$ cat config.mk
export PLATFORM = sky130hd
export DESIGN_NAME = main_fsm_flat
export DESIGN_NICKNAME = d
export VERILOG_FILES = /design/src/rtl/main_fsm_if.sv /design/src/rtl/main_fsm.sv /design/src/flat_wrapper.sv
export SDC_FILE = /design/constraint.sdc
export NUM_CORES = 1
export LEC_CHECK = 0
export BUFFER_PORTS_ARGS = -buffer_cell sky130_fd_sc_hd__buf_2
export CAP_MARGIN = 20
export CORE_AREA = 2 2 39 41
export CTS_BUF_LIST = sky130_fd_sc_hd__clkbuf_16
export DETAILED_ROUTE_END_ITERATION = 8
export DIE_AREA = 0 0 41 43
export GPL_TIMING_DRIVEN = 0
export PLACE_DENSITY_LB_ADDON = 0.15
export RECOVER_POWER = 25
export SLEW_MARGIN = 20
export SYNTH_ARGS = -nofsm -noshare
export SYNTH_HDL_FRONTEND = slang
export SYNTH_SLANG_ARGS = --single-unit
$ cat constraint.sdc
create_clock -name clk -period 1.2 [get_ports clk]
set_input_delay 0.06 -clock clk [delete_from_list [all_inputs] [get_ports clk]]
set_output_delay 0.06 -clock clk [all_outputs]
set_load 0.05 [all_outputs]
$ cat src/rtl/main_fsm_if.sv
// ---------------------------------------------------------------------------
// main_fsm_if
// Bundles the signals exchanged between the multicycle main controller and
// the datapath it drives.
//   op          [6:0]  opcode from the instruction register  (datapath -> fsm)
//   zero               ALU zero flag                          (datapath -> fsm)
//   pc_write           PC register enable                     (fsm -> datapath)
//   adr_src            memory address select                  (fsm -> datapath)
//   mem_write          data memory write enable               (fsm -> datapath)
//   ir_write           instruction/old-PC register enable     (fsm -> datapath)
//   result_src  [1:0]  result mux select                      (fsm -> datapath)
//   alu_src_a   [1:0]  ALU A select                           (fsm -> datapath)
//   alu_src_b   [1:0]  ALU B select                           (fsm -> datapath)
//   imm_src     [1:0]  immediate format                       (fsm -> datapath)
//   reg_write          register file write enable             (fsm -> datapath)
//   alu_op      [1:0]  ALU decoder control                    (fsm -> datapath)
//   instr_done         last cycle of an instruction           (fsm -> datapath)
//   illegal            unsupported opcode seen in DECODE      (fsm -> datapath)
// Modports: master = controller side, slave = datapath side.
// ---------------------------------------------------------------------------
interface main_fsm_if;
    logic [6:0] op;
    logic       zero;
    logic       pc_write;
    logic       adr_src;
    logic       mem_write;
    logic       ir_write;
    logic [1:0] result_src;
    logic [1:0] alu_src_a;
    logic [1:0] alu_src_b;
    logic [1:0] imm_src;
    logic       reg_write;
    logic [1:0] alu_op;
    logic       instr_done;
    logic       illegal;

    modport master (
        input  op, zero,
        output pc_write, adr_src, mem_write, ir_write, result_src,
               alu_src_a, alu_src_b, imm_src, reg_write, alu_op,
               instr_done, illegal
    );

    modport slave (
        output op, zero,
        input  pc_write, adr_src, mem_write, ir_write, result_src,
               alu_src_a, alu_src_b, imm_src, reg_write, alu_op,
               instr_done, illegal
    );
endinterface

$ cat src/rtl/main_fsm.sv
// ---------------------------------------------------------------------------
// main_fsm
// Moore main controller of the multicycle RV32I-subset core. Steps each
// instruction through FETCH/DECODE/execute/memory/writeback states and
// drives the datapath enables, mux selects and the 2-bit ALU decoder op.
// Ports:
//   clk    rising-edge clock
//   rst_n  synchronous active-low reset
//   bus    main_fsm_if.master (op, zero in; all control signals out)
// Configuration macro:
//   MAIN_FSM_JAL_EN  when defined, the JAL state exists and opcode 1101111
//                    executes as DECODE -> JAL -> ALUWB; otherwise that
//                    opcode is reported as illegal.
// ---------------------------------------------------------------------------
module main_fsm (
    input  logic       clk,
    input  logic       rst_n,
    main_fsm_if.master bus
);

    localparam logic [6:0] OP_LW  = 7'b0000011;
    localparam logic [6:0] OP_SW  = 7'b0100011;
    localparam logic [6:0] OP_R   = 7'b0110011;
    localparam logic [6:0] OP_I   = 7'b0010011;
    localparam logic [6:0] OP_BEQ = 7'b1100011;
    localparam logic [6:0] OP_JAL = 7'b1101111;

    typedef enum logic [3:0] {
        S_FETCH    = 4'd0,
        S_DECODE   = 4'd1,
        S_MEMADR   = 4'd2,
        S_MEMREAD  = 4'd3,
        S_MEMWB    = 4'd4,
        S_MEMWRITE = 4'd5,
        S_EXECR    = 4'd6,
        S_ALUWB    = 4'd7,
        S_EXECI    = 4'd8,
`ifdef MAIN_FSM_JAL_EN
        S_JAL      = 4'd9,
`endif
        S_BEQ      = 4'd10
    } state_t;

    state_t state_q, state_d;

    logic       pc_update;
    logic       branch;
    logic       adr_src;
    logic       mem_write;
    logic       ir_write;
    logic [1:0] result_src;
    logic [1:0] alu_src_a;
    logic [1:0] alu_src_b;
    logic       reg_write;
    logic [1:0] alu_op;
    logic       instr_done;
    logic       illegal;
    logic [1:0] imm_src;

    always_ff @(posedge clk) begin
        if (!rst_n) begin
            state_q <= S_FETCH;
        end else begin
            state_q <= state_d;
        end
    end

    always_comb begin
        state_d    = S_FETCH;
        pc_update  = 1'b0;
        branch     = 1'b0;
        adr_src    = 1'b0;
        mem_write  = 1'b0;
        ir_write   = 1'b0;
        result_src = 2'b00;
        alu_src_a  = 2'b00;
        alu_src_b  = 2'b00;
        reg_write  = 1'b0;
        alu_op     = 2'b00;
        instr_done = 1'b0;
        illegal    = 1'b0;

        case (state_q)
            S_FETCH: begin
                state_d    = S_DECODE;
                ir_write   = 1'b1;
                alu_src_b  = 2'b10;
                result_src = 2'b10;
                pc_update  = 1'b1;
            end
            S_DECODE: begin
                alu_src_a = 2'b01;
                alu_src_b = 2'b01;
                case (bus.op)
                    OP_LW, OP_SW: state_d = S_MEMADR;
                    OP_R:         state_d = S_EXECR;
                    OP_I:         state_d = S_EXECI;
                    OP_BEQ:       state_d = S_BEQ;
`ifdef MAIN_FSM_JAL_EN
                    OP_JAL:       state_d = S_JAL;
`endif
                    default: begin
                        state_d = S_FETCH;
                        illegal = 1'b1;
                    end
                endcase
            end
            S_MEMADR: begin
                state_d   = (bus.op == OP_LW) ? S_MEMREAD : S_MEMWRITE;
                alu_src_a = 2'b10;
                alu_src_b = 2'b01;
            end
            S_MEMREAD: begin
                state_d = S_MEMWB;
                adr_src = 1'b1;
            end
            S_MEMWB: begin
                state_d    = S_FETCH;
                result_src = 2'b01;
                reg_write  = 1'b1;
                instr_done = 1'b1;
            end
            S_MEMWRITE: begin
                state_d    = S_FETCH;
                adr_src    = 1'b1;
                mem_write  = 1'b1;
                instr_done = 1'b1;
            end
            S_EXECR: begin
                state_d   = S_ALUWB;
                alu_src_a = 2'b10;
                alu_op    = 2'b10;
            end
            S_EXECI: begin
                state_d   = S_ALUWB;
                alu_src_a = 2'b10;
                alu_src_b = 2'b01;
                alu_op    = 2'b10;
            end
            S_ALUWB: begin
                state_d    = S_FETCH;
                reg_write  = 1'b1;
                instr_done = 1'b1;
            end
`ifdef MAIN_FSM_JAL_EN
            S_JAL: begin
                state_d   = S_ALUWB;
                alu_src_a = 2'b01;
                alu_src_b = 2'b10;
                pc_update = 1'b1;
            end
`endif
            S_BEQ: begin
                state_d    = S_FETCH;
                alu_src_a  = 2'b10;
                alu_op     = 2'b01;
                branch     = 1'b1;
                instr_done = 1'b1;
            end
            // Unreachable encodings recover to FETCH with all outputs idle.
            default: state_d = S_FETCH;
        endcase

        // While reset is held, present FETCH selects but keep every enable
        // and status flag low, so a reset landing in MEMWRITE/ALUWB cannot
        // commit a write.
        if (!rst_n) begin
            pc_update  = 1'b0;
            branch     = 1'b0;
            adr_src    = 1'b0;
            mem_write  = 1'b0;
            ir_write   = 1'b0;
            result_src = 2'b10;
            alu_src_a  = 2'b00;
            alu_src_b  = 2'b10;
            reg_write  = 1'b0;
            alu_op     = 2'b00;
            instr_done = 1'b0;
            illegal    = 1'b0;
        end
    end

    // Immediate format follows the opcode in every state.
    always_comb begin
        case (bus.op)
            OP_SW:   imm_src = 2'b01;
            OP_BEQ:  imm_src = 2'b10;
            OP_JAL:  imm_src = 2'b11;
            default: imm_src = 2'b00;
        endcase
    end

    assign bus.pc_write   = pc_update | (branch & bus.zero);
    assign bus.adr_src    = adr_src;
    assign bus.mem_write  = mem_write;
    assign bus.ir_write   = ir_write;
    assign bus.result_src = result_src;
    assign bus.alu_src_a  = alu_src_a;
    assign bus.alu_src_b  = alu_src_b;
    assign bus.imm_src    = imm_src;
    assign bus.reg_write  = reg_write;
    assign bus.alu_op     = alu_op;
    assign bus.instr_done = instr_done;
    assign bus.illegal    = illegal;

endmodule

$ cat src/flat_wrapper.sv
// flat-port wrapper written by rule: the top's interface ports become plain ports
module main_fsm_flat 
  (clk, rst_n, bus_op, bus_zero, bus_pc_write, bus_adr_src, bus_mem_write, bus_ir_write, bus_result_src, bus_alu_src_a, bus_alu_src_b, bus_imm_src, bus_reg_write, bus_alu_op, bus_instr_done, bus_illegal);
  main_fsm_if bus_i ();
  input  logic clk;
  input  logic rst_n;
  input wire logic [$bits(bus_i.op)-1:0] bus_op;
  input wire logic [$bits(bus_i.zero)-1:0] bus_zero;
  output wire logic [$bits(bus_i.pc_write)-1:0] bus_pc_write;
  output wire logic [$bits(bus_i.adr_src)-1:0] bus_adr_src;
  output wire logic [$bits(bus_i.mem_write)-1:0] bus_mem_write;
  output wire logic [$bits(bus_i.ir_write)-1:0] bus_ir_write;
  output wire logic [$bits(bus_i.result_src)-1:0] bus_result_src;
  output wire logic [$bits(bus_i.alu_src_a)-1:0] bus_alu_src_a;
  output wire logic [$bits(bus_i.alu_src_b)-1:0] bus_alu_src_b;
  output wire logic [$bits(bus_i.imm_src)-1:0] bus_imm_src;
  output wire logic [$bits(bus_i.reg_write)-1:0] bus_reg_write;
  output wire logic [$bits(bus_i.alu_op)-1:0] bus_alu_op;
  output wire logic [$bits(bus_i.instr_done)-1:0] bus_instr_done;
  output wire logic [$bits(bus_i.illegal)-1:0] bus_illegal;
  assign bus_i.op = bus_op;
  assign bus_i.zero = bus_zero;
  assign bus_pc_write = bus_i.pc_write;
  assign bus_adr_src = bus_i.adr_src;
  assign bus_mem_write = bus_i.mem_write;
  assign bus_ir_write = bus_i.ir_write;
  assign bus_result_src = bus_i.result_src;
  assign bus_alu_src_a = bus_i.alu_src_a;
  assign bus_alu_src_b = bus_i.alu_src_b;
  assign bus_imm_src = bus_i.imm_src;
  assign bus_reg_write = bus_i.reg_write;
  assign bus_alu_op = bus_i.alu_op;
  assign bus_instr_done = bus_i.instr_done;
  assign bus_illegal = bus_i.illegal;
  main_fsm u_core (.clk(clk), .rst_n(rst_n), .bus(bus_i));
endmodule
# Yosys cells after proc, flatten, opt, wreduce, memory -nomap -nowiden
# Index checks and enable logic that the tools add are counted.
[classes] eq_ne=15 muxes=27 bitwise_logic=2 n_reduce_logical=9
[ops] op="4-bit case mux with 5 select lines" count=1
[ops] op="4-bit by 3-bit equality test with 1-bit output, second input constant" count=4
[ops] op="2-bit case mux with 2 select lines" count=4
[ops] op="4-bit case mux with 4 select lines" count=1
[ops] op="1-bit two-way mux" count=15
[ops] op="7-bit by 6-bit equality test with 1-bit output, second input constant" count=2
[ops] op="7-bit equality test, second input constant" count=2
[ops] op="4-bit by 2-bit equality test with 1-bit output, second input constant" count=2
[ops] op="4-bit equality test, second input constant" count=2
[ops] op="2-bit two-way mux" count=4
[ops] op="2-bit OR reduction" count=4
[ops] op="4-bit OR reduction" count=2
[ops] op="7-bit by 2-bit equality test with 1-bit output, second input constant" count=1
[ops] op="7-bit by 5-bit equality test with 1-bit output, second input constant" count=1
[ops] op="2-bit case mux with 3 select lines" count=1
[ops] op="5-bit OR reduction" count=1
[ops] op="4-bit by 1-bit equality test with 1-bit output, second input constant" count=1
[ops] op="4-bit logical NOT" count=1
[ops] op="3-bit two-way mux" count=1
[ops] op="3-bit OR reduction" count=1
[ops] op="1-bit AND" count=1
[ops] op="1-bit OR" count=1
[totals] reg_bits=4 in_bits=10 word_cells=54

# Longest topological paths before layout
# Gate-level depths: netlist (run 1).
[logic_depth] depth_word=5 depth_mapped=5 depth_no_buf=4

# Worst setup path after synthesis (run 1)
# Ideal clock, no wire load.
[synth_timing] path_type="register -> output" from="register u_core.state_q[3]" to="output bus_alu_op[1]" t_arrival_ps=1884 path_slack_ps=-744 path_stages_with_launch=5 path_buffers=0 cell_sequence="dfxtp_1 inv_2 nor2_4 a21oi_1 nor3b_1"
[synth_between] elab_chain_len=4 word_cells_on_any_way=6 cone_classes="eq/ne (3); mux (2); reduce/logical (1)"
[synth_rtl] item="from (decl)" line="main_fsm.sv:44" rtl="state_t state_q, state_d;"
[synth_rtl] item="from (signal assigned)" line="main_fsm.sv:64" rtl="state_q <= state_d;"
[synth_rtl] item="4-bit by 3-bit equality test with 1-bit output or 4-bit equality test (tied branches)" line="main_fsm.sv:83" rtl="case (state_q)"
[synth_rtl] item="2-bit OR reduction (no line)"
[synth_rtl] item="2-bit case mux with 2 select lines *" line="main_fsm.sv:83"
[synth_rtl] item="2-bit two-way mux *" line="main_fsm.sv:167" rtl="if (!rst_n) begin"
[synth_rtl] item="to (decl)" line="flat_wrapper.sv:18" rtl="output wire logic [$bits(bus_i.alu_op)-1:0] bus_alu_op;"
# Every way passes the cells marked *; elsewhere a longest branch is shown, timed or not.

# Worst setup path in the final report (run 1)
[layout_timing] from="register u_core.state_q[0]" to="output bus_instr_done"
[layout_between] elab_chain_len=4 word_cells_on_any_way=7 cone_classes="eq/ne (4); mux (2); reduce/logical (1)"
[layout_rtl] item="4-bit by 3-bit equality test with 1-bit output or 4-bit equality test (tied branches)" line="main_fsm.sv:83"
[layout_rtl] item="4-bit OR reduction (no line) *"
[layout_rtl] item="1-bit two-way mux *" line="main_fsm.sv:83"
[layout_rtl] item="1-bit two-way mux *" line="main_fsm.sv:167"
[layout_rtl] item="to (decl)" line="flat_wrapper.sv:19" rtl="output wire logic [$bits(bus_i.instr_done)-1:0] bus_instr_done;"
# Marks and branches as above.

==> impl_results.md, run 1 <==
- Number of global-route vias before repair: about 850
- Antenna Cells: 0
- Sequential power share: 14.1%
- Final period util: 121%
- Largest register FFs: 4
- Vias per inst: about 5.9
- Critical Path Source Type: flip-flop
- Post-DR wirelength/cell: between 15 and 20 microns
- DR iter-0 viols: 29
- Area of the multi-input gates: approximately 600 sq um
- CORE AREA: about 1400 sq um
- Clock skew: about 0.0028 ns
- Clock sinks: 4
- Pre-antenna DRT Iters: 4
- Sequential Area: roughly 95 sq um
- Post-route DRC: 0
- Min Tclk post-route: between 1 and 1.5 ns
- Ys async rst share: 0%
- Critical path type: reg -> out
- Seq/Total Area, Yosys: between 15 and 20%
- Initial Util: 37.3%
- RSZ-0062 raised after global routing: true
- DIE HEIGHT: approximately 43 microns
- GRT overflow: 0
- CTS tree: built
- PortBufs: 26
- Global Route Usage Sum: about 30%
- Commonest non-fill, non-tap cell in the layout: buf_4
- Status: finished with violations
- H-tree lvl count: 1
- Internal power: 687 uW
- Sw Pwr: about 270 uW
- Biggest regs: u_core.state_q: 4 flops
- Final WL: ~2.8 mm
- DRT antenna net count: 0
- Total chip power: 961 uW
- Least-Margin Pin Slew: between 0.3 and 0.4 ns
- Largest Register: u_core.state_q
- Share of cells above drive strength 1: approximately 80%
- Ys Warns: 0
- Max VDD drop: ~0.0014 V
- Hold Crit Class: in -> reg
- Cts bufs inserted: 3
- Reg clk slew, reported paths: around 0.030 ns
- Final setup fails: 18
- Layout Nets: roughly 140
- Setup crit end kind: output port
- Yosys cell types: 34
- Most frequent cells in the layout: buf_4 (17), buf_6 (15), buf_2 (9), buf_8 (8)
- Clk_lat worst skew: 0.22 ns
- Yosys reg bits: 4
- GPL Wtd Cong: 0.726
- Post-Synthesis Cell Area: about 520 sq um
- Clk network pwr share: between 50% and 60%
- Max Cap Viol: 0
- Max Root-Sink Buffers: 2
- Sw frac: 28.5%
- Initial antenna violation count: 0
- Hold buffers post-CTS: 0
- First-pass GRT wire length: approximately 3.6 mm
- Syn-to-layout area delta: 153%
- Post-synth EDFFs: 0
- Slew headroom: 76.9%
- Boundary Pins: 27
- Vias after detailed routing: a little over 800
- Ys flop type: dfxtp_1
- Avg Synthesized Cell Area: 7.06 sq um
- Data required time of the critical path: between 1 and 1.5 ns
- Cells after synthesis: 73
- Fill cells: 44
- Power Dens Cells: between 700 and 800 nW/um^2
- Comb pwr share: between 30% and 40%
- CTS root buf: clkbuf_16
- HPWL after detailed placement: roughly 1.1 mm
- Crit path arrival time: 1.40 ns
- Setup slack after layout: -0.257 ns
- Hold slack: just over 0.2 ns
- Syn_nets: a little over 80
- Slew Viols, Final: 0
- Rows: 14
- Leakage power: between 0.5 and 0.6 nW
- Die W: between 40 and 50 microns
- Die area: 1760 sq um
- Largest net degree at the start of global routing: 11
- Fmax: ~0.69 GHz
- Crit path max fanout: 4
- Final hold violation count: 0
- Failing checks: negative setup slack
-- final timing paths --
| check | endpoint | startpoint | depth (start not counted) | slack (ns) |
|---|---|---|---|---|
| worst max-delay path | bus_instr_done | u_core.state_q[0] | 6 | -0.26 |
| worst min-delay path | u_core.state_q[3] | bus_op[4] | 3 | 0.20 |
| worst max register to register | u_core.state_q[3] | u_core.state_q[0] | 6 | -0.17 |
| worst min register to register | u_core.state_q[0] | u_core.state_q[0] | 3 | 0.68 |
-- what timing repair did --
item	in CTS	in global routing
setup endpoints to repair	16	19
setup buffers	19	5
resized for setup	59	10
pin swaps	12	11
-- power groups by stage --
stage	Clock [mW]	Sequential, mW	Combinational [mW]
floorplan	0	0.142	0.167
global placement	0	0.143	0.213
detailed placement	0	0.143	0.216
CTS	0.525	0.136	0.281
global route	0.530	0.136	0.313
finish	0.524	0.135	0.301
-- cells by family after synthesis --
family	count (synthesis)	synth area share (%)
buf+inv	10	10.9
xor+xnor	3	5.10
flops	4	15.5
fa+ha+maj	1	2.18
simple gates	39	47.1
compound gates	16	19.2
-- Yosys cell counts, types with 2 or more instances --
master	number	area share (%)
nor2_1	6	4.4
inv_1	4	2.9
nand3_1	4	3.9
o21ai_0	2	1.9
nand2_1	5	3.6
xnor2_1	2	3.4
nor3_1	4	3.9
and3_1	5	6.1
a31oi_1	2	2.4
nor2b_1	2	2.4
buf_4	3	4.4
dfxtp_1	4	16
a21oi_1	6	5.8
nor3b_1	4	5.8
-- stage by stage --
step | setup WS (ns) | util [%] | area (sq um) | setup TNS (ns) | std cells
floorplan | -0.135 | - | 698 | -0.458 | 73
global placement | -0.187 | 61.3 | 848 | -1.61 | 115
detailed placement | -0.220 | 61.3 | 848 | -1.93 | 115
CTS | -0.203 | 90.5 | 1250 | -1.97 | 136
global route | -0.282 | 94.3 | 1310 | -3.33 | 139
finish | -0.257 | 94.3 | 1310 | -2.55 | 139
-- layer usage --
layer,global-route usage [%],up-vias,part of all wire (%)
met1,30.1,396,36
met2,51.9,54,54
met5,0,-,0
met3,4.19,13,6.0
met4,19.3,0,4.3
li1,-,362,-
-- critical path, cell delays in order, from the launching register on --
cell and delay (ns):
dfxtp_4 0.34, buf_4 0.14, nor2b_4 0.17, nor2_2 0.06
a22oi_2 0.22, nor2b_4 0.08, buf_8 0.15
-- final cells by class --
type	count	area share, %
multi-input combinational	59	46.7
clock buffer	3	5.75
sequential	4	7.29
buffer	3	2.40
inverter	5	2.01
timing repair buffer	49	34.3
tap	16	1.53
No activity file was read; power rests on OpenSTA's default activity.
==> inputs of run 2 (changes only) <==
- CORE_AREA: 2 2 39 41 -> not set
- CORE_MARGIN: not set -> 2
- CORE_UTILIZATION: not set -> 39
- DIE_AREA: 0 0 41 43 -> not set
- clock period: 1.2 -> 1.3 ns (I/O delays scaled with it)
==> impl_results.md, run 2 (same netlist as run 1, synthesis figures left out) <==
- Reg clk slew, reported paths: 0.03 ns (about the same)
- Sequential power share: 14.9% (+0.8 points)
- Clk_lat worst skew: 0.22 ns (about the same)
- Comb pwr share: 28.6% (-2.8 points)
- Largest Register: u_core.state_q
- Max Cap Viol: 0 (unchanged)
- Post-route DRC: 0 (unchanged)
- Clk network pwr share: 56.5% (+1.9 points)
- Failing checks: negative setup slack
- Antenna Cells: 0 (unchanged)
- Slew Viols, Final: 0 (unchanged)
- DRT antenna net count: 0 (unchanged)
- Buf+Inv Stages, Crit Path: 2 (unchanged)
- GPL Wtd Cong: 0.778 (+7.2%)
- Max VDD drop: 0.000606 V (-58%)
- Initial antenna violation count: 0 (unchanged)
- Cts bufs inserted: 3 (unchanged)
- Leakage power: 0.476 nW (-11%)
- Worst hold stages: 3 (unchanged)
- Sw Pwr: 228 uW (-17%)
- Setup crit end kind: output port
- Internal power: 621 uW (-9.7%)
- Status: finished with violations
- Post-DP Area: 759 sq um (-10%)
- Post-DR wirelength/cell: 17.7 microns (-12%)
- Clock sinks: 4 (unchanged)
- Fill cells: 48 (+9.1%)
- Share of cells above drive strength 1: 74.8% (-5.7 points)
- Clock skew: 0.00259 ns (-0.000197 ns)
- Rows: 13 (-1)
- Slew headroom: 59.3% (-18 points)
- Setup slack after layout: -0.154 ns (+0.103 ns)
- Levels on crit path: 4 (-2)
- HPWL after detailed placement: 1.13 mm (+5.3%)
- RSZ-0062 raised after global routing: true
- CTS tree: built
- Final instance area: 1140 sq um (-13%)
- Syn-to-layout area delta: 121%
- Largest register FFs: 4 (unchanged)
- Critical-path top delay cell: dfxtp_4
- Max incr delay on CP: 0.35 ns (about the same)
- GRT overflow: 0 (unchanged)
- Vias after detailed routing: 758 (-8.1%)
- Number of global-route vias before repair: 675 (-21%)
- Critical path type: reg -> out
- Sw frac: 26.9% (-1.6 points)
- Hold Crit Class: in -> reg
- Die area: 1630 sq um (-7.6%)
- Critical Path Source Type: flip-flop
- Most frequent cells in the layout: buf_2 (12), buf_6 (11), buf_4 (11), buf_8 (7), nor2_1 (4)
- Final hold violation count: 0 (unchanged)
- Least-Margin Pin Slew: 0.613 ns (+0.266 ns)
- H-tree lvl count: 1 (unchanged)
- Final WL: 2.30 mm (-17%)
- Max Root-Sink Buffers: 2 (unchanged)
- PortBufs: 26 (unchanged)
- Critical path's top delay family: simple AND/OR/NAND/NOR gates
- Die W: 40.4 microns (-1.6%)
- Data required time of the critical path: 1.24 ns (+0.10 ns)
- Pre-antenna DRT Iters: 4 (unchanged)
- First-pass GRT wire length: 3.19 mm (-11%)
- Register-to-Register Path Depth: 5 (-1)
- Initial Util: 40.6% (+3.4 points)
- Final period util: 112%
- Largest net degree at the start of global routing: 11 (unchanged)
- Min Tclk post-route: about 1.5 ns
- Commonest non-fill, non-tap cell in the layout: buf_2
- Biggest regs: u_core.state_q: 4 flops
- Crit path arrival time: 1.39 ns (about the same)
- Final setup fails: 13 (-5)
- Setup TNS: -0.879 ns (+1.67 ns)
- Vias per inst: 5.83 (-1.8%)
- Global Route Usage Sum: 30.5% (+0.76 points)
- Fmax: 0.688 GHz
- CORE AREA: 1270 sq um (-8.3%)
- DR iter-0 viols: 23 (-21%)
- Power Dens Cells: 746 nW/um^2 (+1.3%)
- Crit path max fanout: 6 (+2)
- Layout Nets: 127 (-5.9%)
- Boundary Pins: 27 (unchanged)
- CTS root buf: clkbuf_16
- DIE HEIGHT: 40.4 microns (-6.2%)
- Critical path cell sequence: buf_8 > and2b_2 > nor3_2 > buf_6
run 2: cell count changes in the layout (fill, tap and decap cells not counted), sizes merged:
cell	before	now
buf	49	42
clkbuf	6	5
run 2: final timing paths:
path	startpoint	endpoint	slack (ns)
min reg2reg	u_core.state_q[0]	u_core.state_q[1]	0.65
max	u_core.state_q[0]	bus_reg_write	-0.15
max reg2reg	u_core.state_q[3]	u_core.state_q[2]	0.06
min	bus_op[0]	u_core.state_q[3]	0.18
run 2: area by class of cell:
class,count,area [sq um],share of cell area [%]
clock buffers,3,75.1,6.60
repair buffers,40,358,31.5
well taps,15,18.8,1.65
multi-input cells,59,527,46.3
inverters,5,23.8,2.09
plain buffers,4,42.5,3.74
flip-flops and latches,4,92.6,8.14
run 2: what timing repair did:
action,in CTS,in global routing
pin swaps,5,2
setup buffers,11,2
gates cloned,1,0
hold buffers,0,0
resized for setup,52,11
setup endpoints to repair,15,15
run 2: layer usage:
layer	routed length, microns	global-route usage [%]	up-vias
met2	1190	53.2	45
met4	54	15.0	0
li1	-	-	348
met3	183	7.22	8
met5	0	0	-
met1	870	34.2	357
run 2: worst min-delay path, delay by kind of cell:
kind / cells / cell delay, ns
buffers and inverters: 1 / 0.11
and+or+nand+nor: 2 / 0.17
run 2: stage by stage:
stage	cells	setup slack, ns	util, %	power [mW]	hold slack [ns]
finish	130	-0.154	89.6	0.849	0.175
global route	130	-0.173	89.6	0.875	0.211
CTS	128	-0.104	85.8	0.834	0.173
detailed placement	114	-0.127	59.9	0.311	0.411
global placement	114	-0.106	59.9	0.307	0.399
floorplan	73	-0.189	-	0.265	0.251
run 2: power groups by stage:
| stage | Sequential [mW] | Combinational, mW | Clock (mW) |
|---|---|---|---|
| 4_1_cts | 0.127 | 0.232 | 0.475 |
| 3_3_place_gp | 0.130 | 0.177 | 0 |
| 5_1_grt | 0.127 | 0.255 | 0.493 |
| 6_report | 0.127 | 0.243 | 0.479 |
| 2_1_floorplan | 0.130 | 0.134 | 0 |
| 3_5_place_dp | 0.131 | 0.180 | 0 |
==> inputs of run 3 (changes only) <==
- ABC_AREA: not set -> 1
- CORE_AREA: not set -> 2 2 39 41
- CORE_MARGIN: 2 -> not set
- CORE_UTILIZATION: 39 -> not set
- DIE_AREA: not set -> 0 0 41 43
- TNS_END_PERCENT: not set -> 10
==> impl_results.md, run 3 <==
- Comb pwr share: 22.5% (-6.1 points)
- Post-synth top area cell: dfxtp_1
- Hold buffers post-CTS: 0 (unchanged)
- GPL Wtd Cong: 0.761 (-2.2%)
- Final hold violation count: 0 (unchanged)
- Vias per inst: 4.76 (-18%)
- HPWL after detailed placement: 974 microns (-14%)
- Most common cell in the synthesized netlist: nand2_1
- Max Root-Sink Buffers: 2 (unchanged)
- Clock skew: 0.00292 ns (+0.000323 ns)
- Final WL: 1.21 mm (-47%)
- Layout Nets: 127 (unchanged)
- Crit path arrival time: 1.30 ns (-0.09 ns)
- Sw Pwr: 194 uW (-15%)
- Commonest non-fill, non-tap cell in the layout: nand2_1
- GRT overflow: 0 (unchanged)
- Pre-antenna DRT Iters: 4 (unchanged)
- Top cell type's share of synthesized area: 16.9% (+1.4 points)
- DRT antenna net count: 0 (unchanged)
- Largest register FFs: 4 (unchanged)
- Syn_nets: 92 (+11%)
- Setup crit end kind: output port
- Cells after synthesis: 82 (+12%)
- Post-Synthesis Cell Area: 474 sq um (-8.0%)
- DR iter-0 viols: 9 (-61%)
- Yosys reg bits: 4 (unchanged)
- Data required time of the critical path: 1.24 ns (about the same)
- Ys Warns: 0 (unchanged)
- Sequential power share: 17.0% (+2.1 points)
- Setup TNS: -0.201 ns (+0.679 ns)
- Setup slack after layout: -0.0664 ns (+0.0873 ns)
- Ys flop type: dfxtp_1
- Rows: 14 (+1)
- Slew Viols, Final: 0 (unchanged)
- Power Dens Cells: 890 nW/um^2 (+19%)
- CTS tree: built
- Post-Place Cells: 123 (+7.9%)
- CTS root buf: clkbuf_16
- Yosys cell types: 23 (-32%)
- Initial Util: 34.3% (-6.4 points)
- Leakage power: 0.447 nW (-6.2%)
- RSZ-0062 raised after global routing: true
- Post-DR wirelength/cell: 9.25 microns (-48%)
- Fmax: 0.732 GHz (+6.4%)
- Critical path type: reg -> out
- Max Cap Viol: 0 (unchanged)
- Ys async rst share: 0% (unchanged)
- Most instantiated cells after synthesis: nand2_1 (16), nor2_1 (11), inv_1 (9)
- Crit path max fanout: 5 (-1)
- Hold slack: 0.158 ns (-0.0170 ns)
- Non-Filler Instances: 131 (+0.77%)
- Largest Register: u_core.state_q
- Largest net degree at the start of global routing: 9 (-2)
- H-tree lvl count: 1 (unchanged)
- Least-Margin Pin Slew: 0.248 ns (-0.366 ns)
- Number of global-route vias before repair: 484 (-28%)
- Cts bufs inserted: 3 (unchanged)
- Sw frac: 25.1% (-1.8 points)
- Die area: 1760 sq um (+8.3%)
- Final setup fails: 6 (-7)
- Initial antenna violation count: 0 (unchanged)
- Seq/Total Area, Yosys: 16.9% (+1.4 points)
- Post-route DRC: 0 (unchanged)
- Boundary Pins: 27 (unchanged)
- Fill cells: 142 (+200%)
- PortBufs: 25 (-3.8%)
- First-pass GRT wire length: 1.90 mm (-40%)
- Dpl ws: -0.0384 ns (+0.0883 ns)
- Area contributors post-synth: dfxtp_1 (17%), nand2_1 (13%), nor2_1 (8.7%)
- Most frequent cells in the layout: nand2_1 (15), buf_2 (13), buf_4 (10), nor2_1 (9), buf_6 (8)
- Avg Synthesized Cell Area: 5.78 sq um (-18%)
- Reg clk slew, reported paths: 0.03 ns (about the same)
- DIE HEIGHT: 43 microns (+6.6%)
- Post-synth EDFFs: 0 (unchanged)
- Final Util: 62.8% (-27 points)
- Die W: 41 microns (+1.6%)
- Antenna Cells: 0 (unchanged)
- Status: finished with violations
- Sequential Area: 90.1 sq um (-2.7%)
- Failing checks: negative setup slack
- Clock sinks: 4 (unchanged)
- Biggest regs: u_core.state_q: 4 flops
- Clk network pwr share: 60.5% (+4.0 points)
- CORE AREA: 1380 sq um (+9.1%)
- Clk_lat worst skew: 0.22 ns (about the same)
- Area of the multi-input gates: 375 sq um (-29%)
- Final period util: 105% (-6.7 points)
- Internal power: 580 uW (-6.6%)
- Slew headroom: 83.4% (+24 points)
- Min Tclk post-route: 1.37 ns (-0.0873 ns)
- Max VDD drop: 0.000760 V (+26%)
- Share of cells above drive strength 1: 60.0% (-15 points)
- Critical Path Source Type: flip-flop
- Syn-to-layout area delta: 83.4%
- Hold Crit Class: in -> reg
- Vias after detailed routing: 623 (-18%)
- Global Route Usage Sum: 15.4% (-15 points)
-- run 3: cell types whose count changed after synthesis, sizes merged, moves of 3 or more --
| cell | previous run | this run |
|---|---|---|
| nor3b | 4 | 1 |
| inv | 5 | 17 |
| nor2 | 7 | 13 |
| nand2 | 5 | 21 |
| o21ai | 4 | 7 |
| and3 | 5 | 0 |
| a21oi | 6 | 2 |
-- run 3: layout make-up --
type	instances	area share (%)
Sequential cell	4	10.4
Buffer	2	1.44
Multi-Input combinational cell	59	43.2
Tap cell	16	2.30
Timing Repair Buffer	30	25.9
Inverter	17	8.20
Clock buffer	3	8.63
-- run 3: cells by family (layout without fill, tap and decap cells) --
kind of cell	count (synthesis)	after routing	share of synthesized area, %
AOI/OAI and AO/OA	13	13	18.7
DFF	4	4	16.9
and+or+nand+nor	46	46	48.3
buffers and inverters	19	52	16.1
-- run 3: worst paths after layout --
path / start / to / slack, ns / depth (start not counted)
worst min register to register: u_core.state_q[0] / u_core.state_q[0] / 0.49 / 1
worst min-delay path: rst_n / u_core.state_q[2] / 0.16 / 3
worst max register to register: u_core.state_q[2] / u_core.state_q[2] / 0.23 / 8
worst max-delay path: u_core.state_q[0] / bus_alu_src_a[1] / -0.07 / 6
-- run 3: routing by layer --
| metal | GRT usage [%] | vias to the layer above | part of all wire [%] |
|---|---|---|---|
| met1 | 17.6 | 274 | 42 |
| met3 | 4.71 | 0 | 4.8 |
| met4 | 4.00 | 0 | 0 |
| met5 | 0 | - | 0 |
| li1 | - | 330 | - |
| met2 | 26.3 | 19 | 53 |
-- run 3: power by group through the flow --
stage	Combinational [mW]	Clock [mW]	Sequential (mW)
final	0.174	0.468	0.131
after global routing	0.188	0.487	0.132
after CTS	0.163	0.475	0.132
after detailed placement	0.147	0	0.134
after global placement	0.146	0	0.133
after floorplan	0.109	0	0.132
-- run 3: worst max-delay path, cell delays in order (launching register included) --
cell,delay [ns]
dfxtp_4,0.36
inv_2,0.09
nand2_4,0.08
o21ai_0,0.15
nand2_1,0.09
o211ai_1,0.09
buf_4,0.22
-- run 3: timing repair --
action | in CTS | in global routing
setup buffers | 2 | 3
pin swaps | 2 | 4
endpoints found under the setup margin | 15 | 15
hold endpoints to repair | 0 | 0
gates resized for setup | 26 | 18
-- run 3: metrics by stage --
stage	power [mW]	area, sq um
CTS	0.770	800
global placement	0.279	637
finish	0.774	870
floorplan	0.241	492
detailed placement	0.280	637
global route	0.807	870
